## src/rtl/fetch_queue.sv

```systemverilog
// Instruction fetch unit: issues sequential fetches and buffers responses in a DEPTH-entry FIFO for decode.
// Optional feature: define FETCH_QUEUE_BYPASS_EN to forward a response straight to decode when the FIFO is empty.
module fetch_queue #(
    parameter int              DEPTH    = 4,
    parameter int              XLEN     = 32,
    parameter logic [XLEN-1:0] RESET_PC = 32'h0000_0000
) (
    input  logic                   clk,
    input  logic                   rst_n,
    output logic                   imem_req_o,
    output logic [XLEN-1:0]        imem_addr_o,
    input  logic [31:0]            imem_rdata_i,
    input  logic                   redirect_i,
    input  logic [XLEN-1:0]        redirect_pc_i,
    output logic                   id_valid_o,
    input  logic                   id_ready_i,
    output logic [XLEN-1:0]        id_pc_o,
    output logic [31:0]            id_inst_o,
    output logic [$clog2(DEPTH):0] count_o
);

    localparam int PW = $clog2(DEPTH);
    localparam int CW = PW + 1;
    localparam logic [CW-1:0] FULL = CW'(DEPTH);

    logic [XLEN-1:0] fpc;
    logic [XLEN-1:0] inflight_pc;
    logic            inflight;
    logic [PW-1:0]   wr_ptr;
    logic [PW-1:0]   rd_ptr;
    logic [CW-1:0]   count;
    logic [XLEN-1:0] pc_mem   [DEPTH];
    logic [31:0]     inst_mem [DEPTH];

    logic fifo_empty;
    logic fifo_push;
    logic fifo_pop;
    logic bypass_take;
    logic unused_redirect_low_bits;

    assign unused_redirect_low_bits = ^redirect_pc_i[1:0];
    assign imem_addr_o = fpc;
    assign count_o     = count;

    // Counting the in-flight response against free space guarantees the FIFO never overflows.
    // Gating with rst_n keeps the request low for the whole time reset is held.
    always_comb begin
        fifo_empty  = (count == '0);
        imem_req_o  = rst_n && !redirect_i && ((count + CW'(inflight)) < FULL);
        bypass_take = 1'b0;
        id_valid_o  = !fifo_empty && !redirect_i;
        id_pc_o     = fifo_empty ? '0 : pc_mem[rd_ptr];
        id_inst_o   = fifo_empty ? '0 : inst_mem[rd_ptr];
`ifdef FETCH_QUEUE_BYPASS_EN
        if (fifo_empty && inflight && !redirect_i) begin
            id_valid_o  = 1'b1;
            id_pc_o     = inflight_pc;
            id_inst_o   = imem_rdata_i;
            bypass_take = id_ready_i;
        end
`endif
        fifo_pop  = !fifo_empty && !redirect_i && id_ready_i;
        fifo_push = inflight && !redirect_i && !bypass_take;
    end

    // A redirect flushes everything, including the response still on its way back.
    always_ff @(posedge clk or negedge rst_n) begin
        if (!rst_n) begin
            fpc         <= RESET_PC;
            inflight    <= 1'b0;
            inflight_pc <= '0;
            wr_ptr      <= '0;
            rd_ptr      <= '0;
            count       <= '0;
        end else if (redirect_i) begin
            fpc      <= {redirect_pc_i[XLEN-1:2], 2'b00};
            inflight <= 1'b0;
            wr_ptr   <= '0;
            rd_ptr   <= '0;
            count    <= '0;
        end else begin
            inflight <= imem_req_o;
            if (imem_req_o) begin
                fpc         <= fpc + XLEN'(4);
                inflight_pc <= fpc;
            end
            if (fifo_push) begin
                wr_ptr <= wr_ptr + PW'(1);
            end
            if (fifo_pop) begin
                rd_ptr <= rd_ptr + PW'(1);
            end
            count <= count + CW'(fifo_push) - CW'(fifo_pop);
        end
    end

    always_ff @(posedge clk) begin
        if (fifo_push) begin
            pc_mem[wr_ptr]   <= inflight_pc;
            inst_mem[wr_ptr] <= imem_rdata_i;
        end
    end

endmodule
```

## config.mk

```make
export PLATFORM = sky130hd
export DESIGN_NAME = fetch_queue
export DESIGN_NICKNAME = d
export VERILOG_FILES = /design/src/rtl/fetch_queue.sv
export SDC_FILE = /design/constraint.sdc
export NUM_CORES = 1
export LEC_CHECK = 0
export BUFFER_PORTS_ARGS = -buffer_cell sky130_fd_sc_hd__buf_2
export CAP_MARGIN = 0
export CORE_MARGIN = 2
export CORE_UTILIZATION = 50
export CTS_CLUSTER_SIZE = 20
export DETAILED_ROUTE_END_ITERATION = 10
export PLACE_DENSITY = 0.84
export SYNTH_ARGS = -nofsm -noshare
export SYNTH_HDL_FRONTEND = slang
export SYNTH_SLANG_ARGS = --single-unit
```

## constraint.sdc

```tcl
create_clock -name clk -period 2.6 [get_ports clk]
set_input_delay 0.26 -clock clk [delete_from_list [all_inputs] [get_ports clk]]
set_output_delay 0.26 -clock clk [all_outputs]
set_load 0.02 [all_outputs]
```

# Word level (Yosys, flattened, before mapping)
# Memories as Yosys holds them, arrays and structs flattened.
# Index checks and enable logic that the tools add are counted.
[totals] ramBits=256 output_inout_bits=101 regBits=72 mem_count=2 wordCells=40 in_bits=68
[classes] n_mux=12 bitwise_logic=1 order_cmp=1 n_reduce_logical=12 add_sub_neg=6
[memory_table] memory="inst_mem" depth=4 word_bits=32 rd=1 rd_clocked_by_memory_dff=0 write_ports=1 line_no="33" text="logic [31:0] inst_mem [DEPTH];"
[memory_table] memory="pc_mem" depth=4 word_bits=32 rd=1 rd_clocked_by_memory_dff=0 write_ports=1 line_no="32" text="logic [XLEN-1:0] pc_mem [DEPTH];"
[op_table] cell="32-bit two-way mux" count=4
[op_table] cell="32-bit by 3-bit adder with 32-bit output (second input constant)" count=1
[op_table] cell="2-bit two-way mux" count=4
[op_table] cell="3-bit by 1-bit adder with 3-bit output" count=2
[op_table] cell="2-bit nonzero test" count=3
[op_table] cell="1-bit logical AND" count=5
[op_table] cell="2-bit by 1-bit adder with 2-bit output (second input constant)" count=2
[op_table] cell="3-bit zero test" count=1
[op_table] cell="3-bit less-than comparator (second input constant)" count=1
[op_table] cell="1-bit two-way mux" count=3
[op_table] cell="3-bit two-way mux" count=1
[op_table] cell="3-bit by 1-bit subtractor with 3-bit output" count=1
[op_table] cell="1-bit zero test" count=2
[op_table] cell="2-bit AND reduction" count=1
[op_table] cell="1-bit inverter" count=1

# Depth between registers and ports, before layout
# Gate-level depths: netlist of the first run.
[logic_depth] word_depth=6 mapped_depth=11 mapped_depth_nobuf=10

# Worst setup path after synthesis of the first run
# Ideal clock, no wire load.
[synth_path] path_kind="input-to-reg" start="input redirect_i" end="memory inst_mem[0][0] (enable)" path_buffers=1 path_stages=3 t_arrival_ps=2135 path_slack_ps=39 required_ps=2173 setup_ps=427 path_cell_list="clkbuf_1 -> nor2b_1 -> and2_1"
[synth_between] elab_chain_cells=4
[synth_rtl] element="start, declared" line_no="13" text="input logic redirect_i,"
[synth_rtl] element="1-bit zero test" line_no="63" text="fifo_push = inflight && !redirect_i && !bypass_take;"
[synth_rtl] element="1-bit logical AND" line_no="63"
[synth_rtl] element="1-bit two-way mux" line_no="98" text="if (fifo_push) begin"
[synth_rtl] element="1-bit two-way mux (not written as such)" line_no="100" text="inst_mem[wr_ptr] <= imem_rdata_i;"
[synth_rtl] element="end, declared" line_no="33"
# No other way between the ends.

# Worst setup path after layout of the first run
[layout_path] start="register count[1], in the netlist count_o[1]" end="output id_pc_o[19]"
[layout_between] elab_chain_cells=2
[layout_rtl] element="start, declared" line_no="31" text="logic [CW-1:0] count;"
[layout_rtl] element="start signal, assigned" line_no="93" text="count <= count + CW'(fifo_push) - CW'(fifo_pop);"
[layout_rtl] element="3-bit zero test" line_no="48" text="fifo_empty = (count == '0);"
[layout_rtl] element="32-bit two-way mux" line_no="52" text="id_pc_o = fifo_empty ? '0 : pc_mem[rd_ptr];"
[layout_rtl] element="end, declared" line_no="17" text="output logic [XLEN-1:0] id_pc_o,"
# No other way between the ends.

==> out/metrics.yaml, run 1 <==
outcome:
  outcome: "finished clean"
timing:
  max_slew_margin_pct: 45.4
  fin_skew_ns: 0.0243
  fmax_mhz: 409
  tns_ns: 0
  setup_ws_ns: 0.153
  slew_viol_final: 0
  setup_violations: 0
  worst_pin_slew_ns: 0.819
  rsz0062_at_grt: "no"
  period_needed_ns: 2.45
  hold_viol: 0
  holdWs_ns: 0.0473
  period_share_pct: 94.1
floorplanning:
  core_area_um2: 25000
  num_rows: 58
  pin_count: 169
  start_util_pct: 50.7
  die_w_um: 163
  die_h_um: 163
  dieArea_um2: 26700
logic_synthesis:
  ys_top_cells_by_area: "edfxtp_1, dfrtp_1, mux4_2"
  ys.flop_type: "edfxtp_1"
  synth_edf_count: 248
  synth_cell_types: 38
  ys_seq_area_share_pct: 72.1
  synth_top_family_by_area: "multiplexers"
  synth_fa_ha_area_share_pct: 0.848
  yosysTopAreaCell: "edfxtp_1"
  yosys.area_share.simple_pct: 10.2
  synth.area.mux_share_pct: 11.7
  avgSynthCellArea_um2: 16.7
  ys_async_sr_fraction_pct: 21.5
  synth_largest_type_area_fraction_pct: 58.7
  synth_area_um2: 12700
  ys_seq_elements: 316
  synth-warning-count: 0
  synth_compound_area_share_pct: 1.21
  syn_inst: 761
  synth_xor_area_share_pct: 2.21
power:
  power_density_nw_per_um2: 917
  switchingPower_uw: 4200
  internal_power_uw: 10200
  p_leak_uw: 0.00595
  p_comb_share_pct: 24.0
  max-vdd-ir-drop_mv: 0.539
  pwr-share-clk_pct: 31.4
  p_sw_share_pct: 29.2
  pwr-share-seq_pct: 44.7
worst_setup_path:
  critPathMaxFanout: 64
  crit_type: "reg -> out"
  worstRegToRegCells: 10
  r2r-start: "count_o[1]$_DFF_PN0_"
  r2r_end: "count_o[2]$_DFF_PN0_"
  worstSetupStartpointType: "register"
  required_ns: 2.34
  rrSetupSlack_ns: 0.17
  end_kind: "primary output"
  cp.arrival_ns: 2.19
clock_network:
  cts_tree: "yes"
  clk_latency_ns: 0.56
  cts-buffers-inserted: 31
  cts_root_buf: "clkbuf_16"
  htreeDepth: 1
  clockBufferDepth: 3
  clk_pin_slew_ns: 0.06
  cts_sinks: 316
placement:
  place_inst: 1235
  placedInstanceArea_um2: 14000
  gp_congestion: 0.806
  dp_slack_ns: 0.244
  place_hpwl_mm: 15.5
  io_buffers: 162
global_route:
  grt_max_degree: 65
  antenna_found_initial: 2
  grt_pass1_vias: 7483
  grt_overflow_total: 0
  grt_first_pass_wirelength_mm: 40.5
  grt.total_usage_pct: 19.7
hold_path:
  hold_path_depth: 3
  hold_end: "imem_addr_o[22]$_DFFE_PN0N_"
  hold_class: "in -> reg"
  min_from: "redirect_pc_i[22]"
routing:
  route.vias.total: 7246
  wl_mm: 25.8
  drt_pass1_iterations: 5
  drtAntennaViolNets: 0
  drc: 0
  routedWlPerCell_um: 19.1
  viasPerCell: 5.34
  dr.first_iter.drc_count: 516
final_layout:
  design_area_um2: 15700
  final_cell_count_no_fill: 1356
  n_fill_cell: 1810
  nets: 1076
  syn2layout_area_growth_pct: 23.8
  drive_gt1_share_pct: 30.8
flow_run:
  cap_viol_max_count: 0
-- power groups by stage --
| stage | Combinational [uW] | Clock (uW) | Sequential, uW |
|---|---|---|---|
| 4_1_cts | 3510 | 4630 | 6430 |
| 6_report | 3450 | 4520 | 6430 |
| 3_3_place_gp | 3370 | 0 | 6480 |
| 2_1_floorplan | 2300 | 0 | 6440 |
| 3_5_place_dp | 3420 | 0 | 6530 |
| 5_1_grt | 3760 | 4830 | 6490 |
-- worst max-delay path, stage by stage (launching register included) --
cell     delay, ns
dfrtp_1       0.45
or3_2         0.50
buf_6         0.26
and2_1        0.23
buf_2         0.17
-- Yosys cell counts (3+ instances only) --
| cell type | number |
|---|---|
| and2_1 | 69 |
| nor3_1 | 3 |
| o21ai_1 | 17 |
| inv_1 | 9 |
| nor2b_1 | 3 |
| mux2_2 | 4 |
| mux4_2 | 62 |
| nor2_1 | 11 |
| o21ai_0 | 9 |
| ha_1 | 7 |
| clkbuf_1 | 27 |
| nand2_1 | 123 |
| edfxtp_1 | 248 |
| xnor2_1 | 8 |
| nand4_1 | 18 |
| dfrtp_1 | 68 |
| buf_2 | 9 |
| nand3_1 | 13 |
| xor2_1 | 24 |
| and3_1 | 5 |
| buf_4 | 4 |
-- metal layers --
metal / share of wire, % / GRT usage [%]
met5: 0.050 / 0
met4: 1.1 / 3.82
met3: 5.7 / 3.02
met2: 50 / 33.7
met1: 43 / 27.1
-- layout make-up --
class                   instances  area (um2)  share of cell area (%)
clock buffers                  38         865                    5.50
flip-flops and latches        316        9150                    58.3
clock inverters                20         199                    1.27
multi-input cells             399        3350                    21.3
repair buffers                243        1690                    10.8
well taps                     330         413                    2.63
diodes                          1        2.50                  0.0159
inverters                       9        33.8                   0.215
-- worst max-delay path by stage --
stage | start | to | slack (ns) | cells after the start
2_1_floorplan | redirect_i | inst_mem[0][0]$_DFFE_PP_ | 0.04 | 3
3_3_place_gp | count_o[1]$_DFF_PN0_ | count_o[2]$_DFF_PN0_ | 0.28 | 10
3_5_place_dp | count_o[1]$_DFF_PN0_ | count_o[2]$_DFF_PN0_ | 0.24 | 10
4_1_cts | rd_ptr[0]$_DFFE_PN0P_ | id_pc_o[24] | 0.006 | 4
5_1_grt | rd_ptr[0]$_DFFE_PN0P_ | id_pc_o[26] | 0.05 | 4
6_report | count_o[1]$_DFF_PN0_ | id_pc_o[19] | 0.15 | 4
-- registers in the layout, indices dropped and copies added, names as in the netlist --
| signal | cells |
|---|---|
| pc_mem | 120 |
| imem_addr_o | 30 |
| count_o | 3 |
| inst_mem | 128 |
| wr_ptr | 2 |
| rd_ptr | 2 |
| inflight | 1 |
| inflight_pc | 30 |
-- cell families after synthesis --
| family | Yosys count |
|---|---|
| AO/OA/AOI/OAI | 29 |
| flip-flops | 316 |
| buffers and inverters | 49 |
| XOR/XNOR | 32 |
| other | 1 |
| multiplexers | 69 |
| adder cells (fa/ha/maj) | 8 |
| AND/OR/NAND/NOR | 257 |
-- layout by cell type, fill, tap and decap left out, drive strengths merged, types with 3 or more instances in the layout --
cell type	count
and2	69
and3	5
buf	181
bufinv	3
clkbuf	38
clkinv	12
clkinvlp	4
conb	4
dfrtp	68
dlygate4sd3	62
edfxtp	248
ha	7
inv	10
mux2	4
mux2i	3
mux4	62
nand2	123
nand3	14
nand4	20
nor2	13
nor2b	3
nor3	4
o21ai	26
xnor2	8
xor2	24
-- metrics by stage --
step / utilization, % / power, uW
after global placement: 56.0 / 9860
after floorplan: - / 8740
after CTS: 62.7 / 14600
after detailed placement: 56.0 / 9950
final: 62.7 / 14400
after global routing: 62.7 / 15100
-- timing repair --
item,in CTS,in global routing
setup buffers,0,0
resized for setup,0,2
setup endpoints to repair,0,51
hold endpoints to repair,162,0
hold buffers,62,0
No activity file was read; power rests on OpenSTA's default activity.
==> inputs of run 2 (changes only) <==
==> constraint.sdc (replaced) <==
create_clock -name clk -period 2.6 [get_ports clk]
set_input_delay 0.52 -clock clk [delete_from_list [all_inputs] [get_ports clk]]
set_output_delay 0.52 -clock clk [all_outputs]
set_load 0.02 [all_outputs]
==> run 2 against run 1 <==
The run now ends with negative setup slack left. Global-route usage up 0.11 points. Sequential power is essentially flat. Die area is the same. Final cell count down 2.8%. Register-to-register slack better by 0.08 ns. Non-clock buffer count down 38. Clock skew down 0.0071 ns. First-iteration DRC count is 22% higher. Core utilization up 0.50 points. Power increased by 9.7%. Largest power group unchanged.
==> out/metrics.yaml, run 2 (same netlist as run 1, synthesis figures left out) <==
outcome:
  outcome: "finished, violations left"  # was finished clean
  violations: "negative setup slack"
worst_setup_path:
  crit_type: "reg -> out"  # unchanged
  critPathSlowestCell: "dfrtp_4"  # was or3_2
  end_kind: "primary output"  # unchanged
  worstSetupStartpointType: "register"  # unchanged
  required_ns: 2.08  # was 2.34 ns
  cp.arrival_ns: 2.08  # was 2.19 ns
  crit_chain: "buf_4, clkbuf_16, mux4_2, and2_1, buf_2"  # was or3_2, buf_6, and2_1, buf_2
  critPathMaxFanout: 8  # was 64
  slowest_delay_ns: 0.52  # was 0.50 ns
timing:
  worst_pin_slew_ns: 0.740  # was 0.819 ns
  fmax_mhz: 384  # was 409 MHz
  setup_ws_ns: -0.00488  # was 0.153 ns
  fin_skew_ns: 0.0172  # was 0.0243 ns
  max_slew_margin_pct: 50.7  # was 45.4%
  slew_viol_final: 0  # unchanged
  period_share_pct: 100  # was 94.1%
  period_needed_ns: 2.60  # was 2.45 ns
  hold_viol: 0  # unchanged
  rsz0062_at_grt: "yes"  # was no
  setup_violations: 2  # was 0
floorplanning:
  pin_count: 169  # unchanged
  core_area_um2: 25000  # unchanged
  dieArea_um2: 26700  # unchanged
  die_h_um: 163  # unchanged
  num_rows: 58  # unchanged
  die_w_um: 163  # unchanged
  start_util_pct: 50.7  # unchanged
global_route:
  grt.total_usage_pct: 19.8  # was 19.7%
  grt_overflow_total: 0  # unchanged
  grt_max_degree: 60  # was 65
  grt_first_pass_wirelength_mm: 39.7  # was 40.5 mm
  antenna_found_initial: 1  # was 2
  grt_pass1_vias: 7220  # was 7483
clock_network:
  cts-buffers-inserted: 34  # was 31
  clk_pin_slew_ns: 0.06  # about the same
  clockBufferDepth: 3  # unchanged
  cts_tree: "yes"  # unchanged
  htreeDepth: 2  # was 1
  cts_root_buf: "clkbuf_16"  # unchanged
  cts_sinks: 316  # unchanged
  clk_latency_ns: 0.51  # was 0.56 ns
final_layout:
  final_cell_mix: "edfxtp_1, nand2_1, buf_2"  # was edfxtp_1, buf_2, nand2_1
  largest_reg_flops: 128  # unchanged
  regMostFlops: "inst_mem"  # unchanged
  syn2layout_area_growth_pct: 24.8  # was 23.8%
  nets: 1041  # was 1076
  reg_top3: "inst_mem (128), pc_mem (120)"  # unchanged
  final_util_pct: 63.2  # was 62.7%
  final_common_cell: "edfxtp_1"  # unchanged
  diodes: 0  # was 1
  drive_gt1_share_pct: 38.9  # was 30.8%
  n_fill_cell: 1760  # was 1810
  design_area_um2: 15800  # was 15700 um2
routing:
  drc: 0  # unchanged
  drtAntennaViolNets: 0  # unchanged
  viasPerCell: 5.47  # was 5.34
  dr.first_iter.drc_count: 630  # was 516
  route.vias.total: 7207  # was 7246
  wl_mm: 26.7  # was 25.8 mm
  routedWlPerCell_um: 20.3  # was 19.1 um
  drt_pass1_iterations: 5  # unchanged
power:
  power_uw: 15800  # was 14400 uW
  max-vdd-ir-drop_mv: 0.751  # was 0.539 mV
  power_density_nw_per_um2: 998  # was 917 nW/um2
  p_leak_uw: 0.00599  # was 0.00595 uW
flow_run:
  cap_viol_max_count: 0  # unchanged
placement:
  placedInstanceArea_um2: 14000  # about the same
  io_buffers: 162  # unchanged
  place_hpwl_mm: 16.0  # was 15.5 mm
  gp_congestion: 0.819  # was 0.806
hold_path:
  hold_class: "in -> reg"  # unchanged
-- run 2: routing by layer --
metal	vias up	part of all wire, %	GRT usage [%]
met5	-	0	0
met4	0	1.6	5.39
met3	36	5.8	3.71
met2	259	51	33.3
met1	3659	42	26.7
li1	3253	-	-
-- run 2: report_power, final --
group	switching (uW)	internal, uW
Combinational	2310	2490
Clock	1880	2710
Sequential	386	6030
-- run 2: path summary, 6_finish.rpt --
path                                            start                          end  slack (ns)  cells past startpoint
min                                  redirect_pc_i[2]   imem_addr_o[2]$_DFFE_PN0N_        0.21                      3
min reg2reg                inflight_pc[7]$_DFFE_PN0P_       pc_mem[2][7]$_DFFE_PP_        0.52                      0
min in group asynchronous                       rst_n  inflight_pc[22]$_DFFE_PN0P_        0.49                      2
max                             rd_ptr[0]$_DFFE_PN0P_                 id_inst_o[8]      -0.005                      5
max in group asynchronous                       rst_n   imem_addr_o[8]$_DFFE_PN0N_        1.15                      3
max reg2reg                      count_o[1]$_DFF_PN0_         count_o[2]$_DFF_PN0_        0.25                     10
-- run 2: stage by stage --
stage | TNS [ns] | worst slack, ns | hold slack [ns] | std cells
2_1_floorplan | 0 | 0.194 | 0.224 | 764
3_3_place_gp | 0 | 0.268 | 0.410 | 1240
3_5_place_dp | 0 | 0.207 | 0.416 | 1240
4_1_cts | -2.26 | -0.0745 | 0.199 | 1306
5_1_grt | -1.72 | -0.0689 | 0.223 | 1318
6_report | -0.00490 | -0.00488 | 0.214 | 1318
-- run 2: what timing repair did --
item / 4_1_cts / 5_1_grt
hold endpoints to repair: 9 / 0
gates resized for setup: 23 / 135
hold buffers: 1 / 0
setup endpoints to repair: 63 / 62
setup buffers: 4 / 7
pin swaps: 2 / 14
gates cloned: 2 / 6
-- run 2: final cells by class --
class,instances,area (um2),share of cell area (%)
flip-flops and latches,316,9160,57.8
multi-input cells,399,3470,21.9
repair buffers,205,1700,10.7
clock buffers,44,918,5.80
well taps,330,413,2.61
clock inverters,15,150,0.948
inverters,9,33.8,0.213
-- run 2: critical path, delay by kind of cell, from the launching register on --
family | cells | cell delay [ns]
flip-flops | 1 | 0.52
multiplexers | 1 | 0.41
AND/OR/NAND/NOR | 1 | 0.17
buffers and inverters | 3 | 0.48
==> inputs of run 3 (changes only) <==
--- a/config.mk
+++ b/config.mk
@@ -6,12 +6,13 @@
 export NUM_CORES = 1
 export LEC_CHECK = 0
 export BUFFER_PORTS_ARGS = -buffer_cell sky130_fd_sc_hd__buf_2
-export CAP_MARGIN = 0
+export CAP_MARGIN = 5
 export CORE_MARGIN = 2
 export CORE_UTILIZATION = 50
 export CTS_CLUSTER_SIZE = 20
 export DETAILED_ROUTE_END_ITERATION = 10
 export PLACE_DENSITY = 0.84
+export REMOVE_ABC_BUFFERS = 1
 export SYNTH_ARGS = -nofsm -noshare
 export SYNTH_HDL_FRONTEND = slang
 export SYNTH_SLANG_ARGS = --single-unit
==> run 3 against run 2 <==
The flow still finishes with violations (negative setup slack). Via count up 2.3%. Non-clock buffer count up 4. Clock power up 14%. Hold slack worse by 0.037 ns. Power up 7.2%. First-iteration DRC count up 17%. Register-to-register slack about the same.
==> out/metrics.yaml, run 3 (same netlist as run 1, synthesis figures left out) <==
timing:
  period_share_pct: 102  # was 100%
  fmax_mhz: 377  # was 384 MHz
  period_needed_ns: 2.65  # was 2.60 ns
  rsz0062_at_grt: "yes"  # unchanged
  setup_ws_ns: -0.0507  # was -0.00488 ns
  slew_viol_final: 0  # unchanged
  fin_skew_ns: 0.0181  # was 0.0172 ns
  worst_pin_slew_ns: 0.877  # was 0.740 ns
  setup_violations: 26  # was 2
  tns_ns: -0.425  # was -0.00490 ns
  max_slew_margin_pct: 41.3  # was 50.7%
  hold_viol: 0  # unchanged
final_layout:
  register_area_um2: 9160  # about the same
  n_fill_cell: 1657  # was 1760
  final_util_pct: 65.2  # was 63.2%
  regMostFlops: "inst_mem"  # unchanged
  final_cell_mix: "edfxtp_1, nand2_1, buf_2"  # unchanged
  diodes: 0  # unchanged
  final_common_cell: "edfxtp_1"  # unchanged
  nets: 1046  # was 1041
  drive_gt1_share_pct: 40.9  # was 38.9%
  multiInputGateArea_um2: 3500  # was 3470 um2
  largest_reg_flops: 128  # unchanged
  reg_top3: "inst_mem (128), pc_mem (120)"  # unchanged
  syn2layout_area_growth_pct: 28.7  # was 24.8%
placement:
  gp_congestion: 0.804  # was 0.819
  place_hpwl_mm: 16.5  # was 16.0 mm
  io_buffers: 162  # unchanged
routing:
  route.vias.total: 7371  # was 7207
  drc: 0  # unchanged
  drt_pass1_iterations: 5  # unchanged
  dr.first_iter.drc_count: 740  # was 630
  drtAntennaViolNets: 0  # unchanged
  wl_mm: 29.1  # was 26.7 mm
  viasPerCell: 5.56  # was 5.47
  routedWlPerCell_um: 21.9  # was 20.3 um
worst_setup_path:
  critPathSlowestCell: "mux4_2"  # was dfrtp_4
  timing.critical_path.mode_cell: "buf_6"
  end_kind: "primary output"  # unchanged
  worstSetupStartpointType: "register"  # unchanged
  path_buf_inv: 3  # unchanged
  slowest_delay_ns: 0.53  # was 0.52 ns
  cp.arrival_ns: 2.13  # was 2.08 ns
  crit_type: "reg -> out"  # unchanged
  critPathMaxFanout: 6  # was 8
  crit_chain: "buf_6, buf_12, mux4_2, and2_4, buf_6"  # was buf_4, clkbuf_16, mux4_2, and2_1, buf_2
  critPathTopFamily: "multiplexers"  # was flip-flops
  required_ns: 2.08  # about the same
floorplanning:
  start_util_pct: 50.7  # unchanged
  core_area_um2: 25000  # unchanged
  die_h_um: 163  # unchanged
  dieArea_um2: 26700  # unchanged
  die_w_um: 163  # unchanged
  pin_count: 169  # unchanged
  num_rows: 58  # unchanged
global_route:
  grt_pass1_vias: 7413  # was 7220
  grt_max_degree: 65  # was 60
  grt_overflow_total: 0  # unchanged
  grt_first_pass_wirelength_mm: 42.6  # was 39.7 mm
  grt.total_usage_pct: 21.4  # was 19.8%
  antenna_found_initial: 0  # was 1
power:
  max-vdd-ir-drop_mv: 0.763  # was 0.751 mV
  power_density_nw_per_um2: 1040  # was 998 nW/um2
  p_leak_uw: 0.00617  # was 0.00599 uW
clock_network:
  cts_root_buf: "clkbuf_16"  # unchanged
  cts-buffers-inserted: 35  # was 34
  clk_pin_slew_ns: 0.06  # about the same
  clockBufferDepth: 3  # unchanged
  cts_tree: "yes"  # unchanged
  clk_latency_ns: 0.51  # about the same
  cts_sinks: 316  # unchanged
  htreeDepth: 2  # unchanged
outcome:
  violations: "negative setup slack"  # unchanged
  outcome: "finished, violations left"  # unchanged
hold_path:
  hold_class: "in -> async"  # was in -> reg
flow_run:
  cap_viol_max_count: 0  # unchanged
-- run 3: changes by cell type in the layout (fill, tap and decap cells not counted), sizes merged --
cell / before / now
clkbuf: 50 / 44
buf: 198 / 205
bufinv: 2 / 7
clkinvlp: 2 / 4
inv: 12 / 9
clkinv: 8 / 11
-- run 3: cell type report --
| cell class | instances | area share (%) |
|---|---|---|
| Timing Repair Buffer | 209 | 12.1 |
| Sequential cell | 316 | 56.1 |
| Clock inverter | 22 | 1.82 |
| Multi-Input combinational cell | 399 | 21.5 |
| Tap cell | 330 | 2.53 |
| Clock buffer | 41 | 5.76 |
| Inverter | 9 | 0.230 |
-- run 3: worst paths after layout --
| path | from | endpoint | slack, ns | depth (start not counted) |
|---|---|---|---|---|
| max in group asynchronous | rst_n | inflight_pc[7]$_DFFE_PN0P_ | 1.34 | 2 |
| min in group clk | redirect_pc_i[2] | imem_addr_o[2]$_DFFE_PN0N_ | 0.22 | 3 |
| worst min-delay path | rst_n | imem_addr_o[28]$_DFFE_PN0N_ | 0.18 | 2 |
| worst min register to register | inflight_pc[19]$_DFFE_PN0P_ | pc_mem[2][19]$_DFFE_PP_ | 0.52 | 0 |
| worst max register to register | count_o[1]$_DFF_PN0_ | count_o[2]$_DFF_PN0_ | 0.26 | 10 |
| worst max-delay path | rd_ptr[0]$_DFFE_PN0P_ | id_inst_o[26] | -0.05 | 5 |
-- run 3: routing by layer --
metal | track usage (%) | part of all wire [%] | vias up | wire length (um)
met2 | 36.0 | 51 | 332 | 14800
met1 | 29.0 | 40 | 3732 | 11600
met4 | 6.07 | 1.9 | 0 | 541
li1 | - | - | 3264 | -
met5 | 0 | 0 | - | 0
met3 | 3.96 | 7.5 | 43 | 2180
-- run 3: per-stage QoR --
stage / cells / setup WS [ns] / cell area, um2 / total power (uW) / hold WS, ns
6_report: 1326 / -0.0507 / 16300 / 16900 / 0.177
3_5_place_dp: 1242 / 0.240 / 14100 / 9960 / 0.428
4_1_cts: 1322 / -0.0859 / 15900 / 16200 / 0.200
2_1_floorplan: 724 / -1.32 / 12500 / 8700 / 0.224
3_3_place_gp: 1242 / 0.275 / 14100 / 9860 / 0.422
5_1_grt: 1326 / -0.0983 / 16300 / 17600 / 0.215
-- run 3: where the power goes --
group / leakage (uW) / switching (uW) / total [uW] / internal [uW]
Sequential: 0.00309 / 371 / 6400 / 6030
Combinational: 0.00247 / 2460 / 5320 / 2860
Clock: 0.000598 / 1930 / 5220 / 3300
-- run 3: timing repair --
item | in CTS | in global routing
gates cloned | 7 | 3
endpoints found under the hold margin | 17 | 0
pin swaps | 0 | 27
buffers inserted | 11 | 2
resized for setup | 75 | 136
endpoints found under the setup margin | 64 | 64
hold buffers | 1 | 0
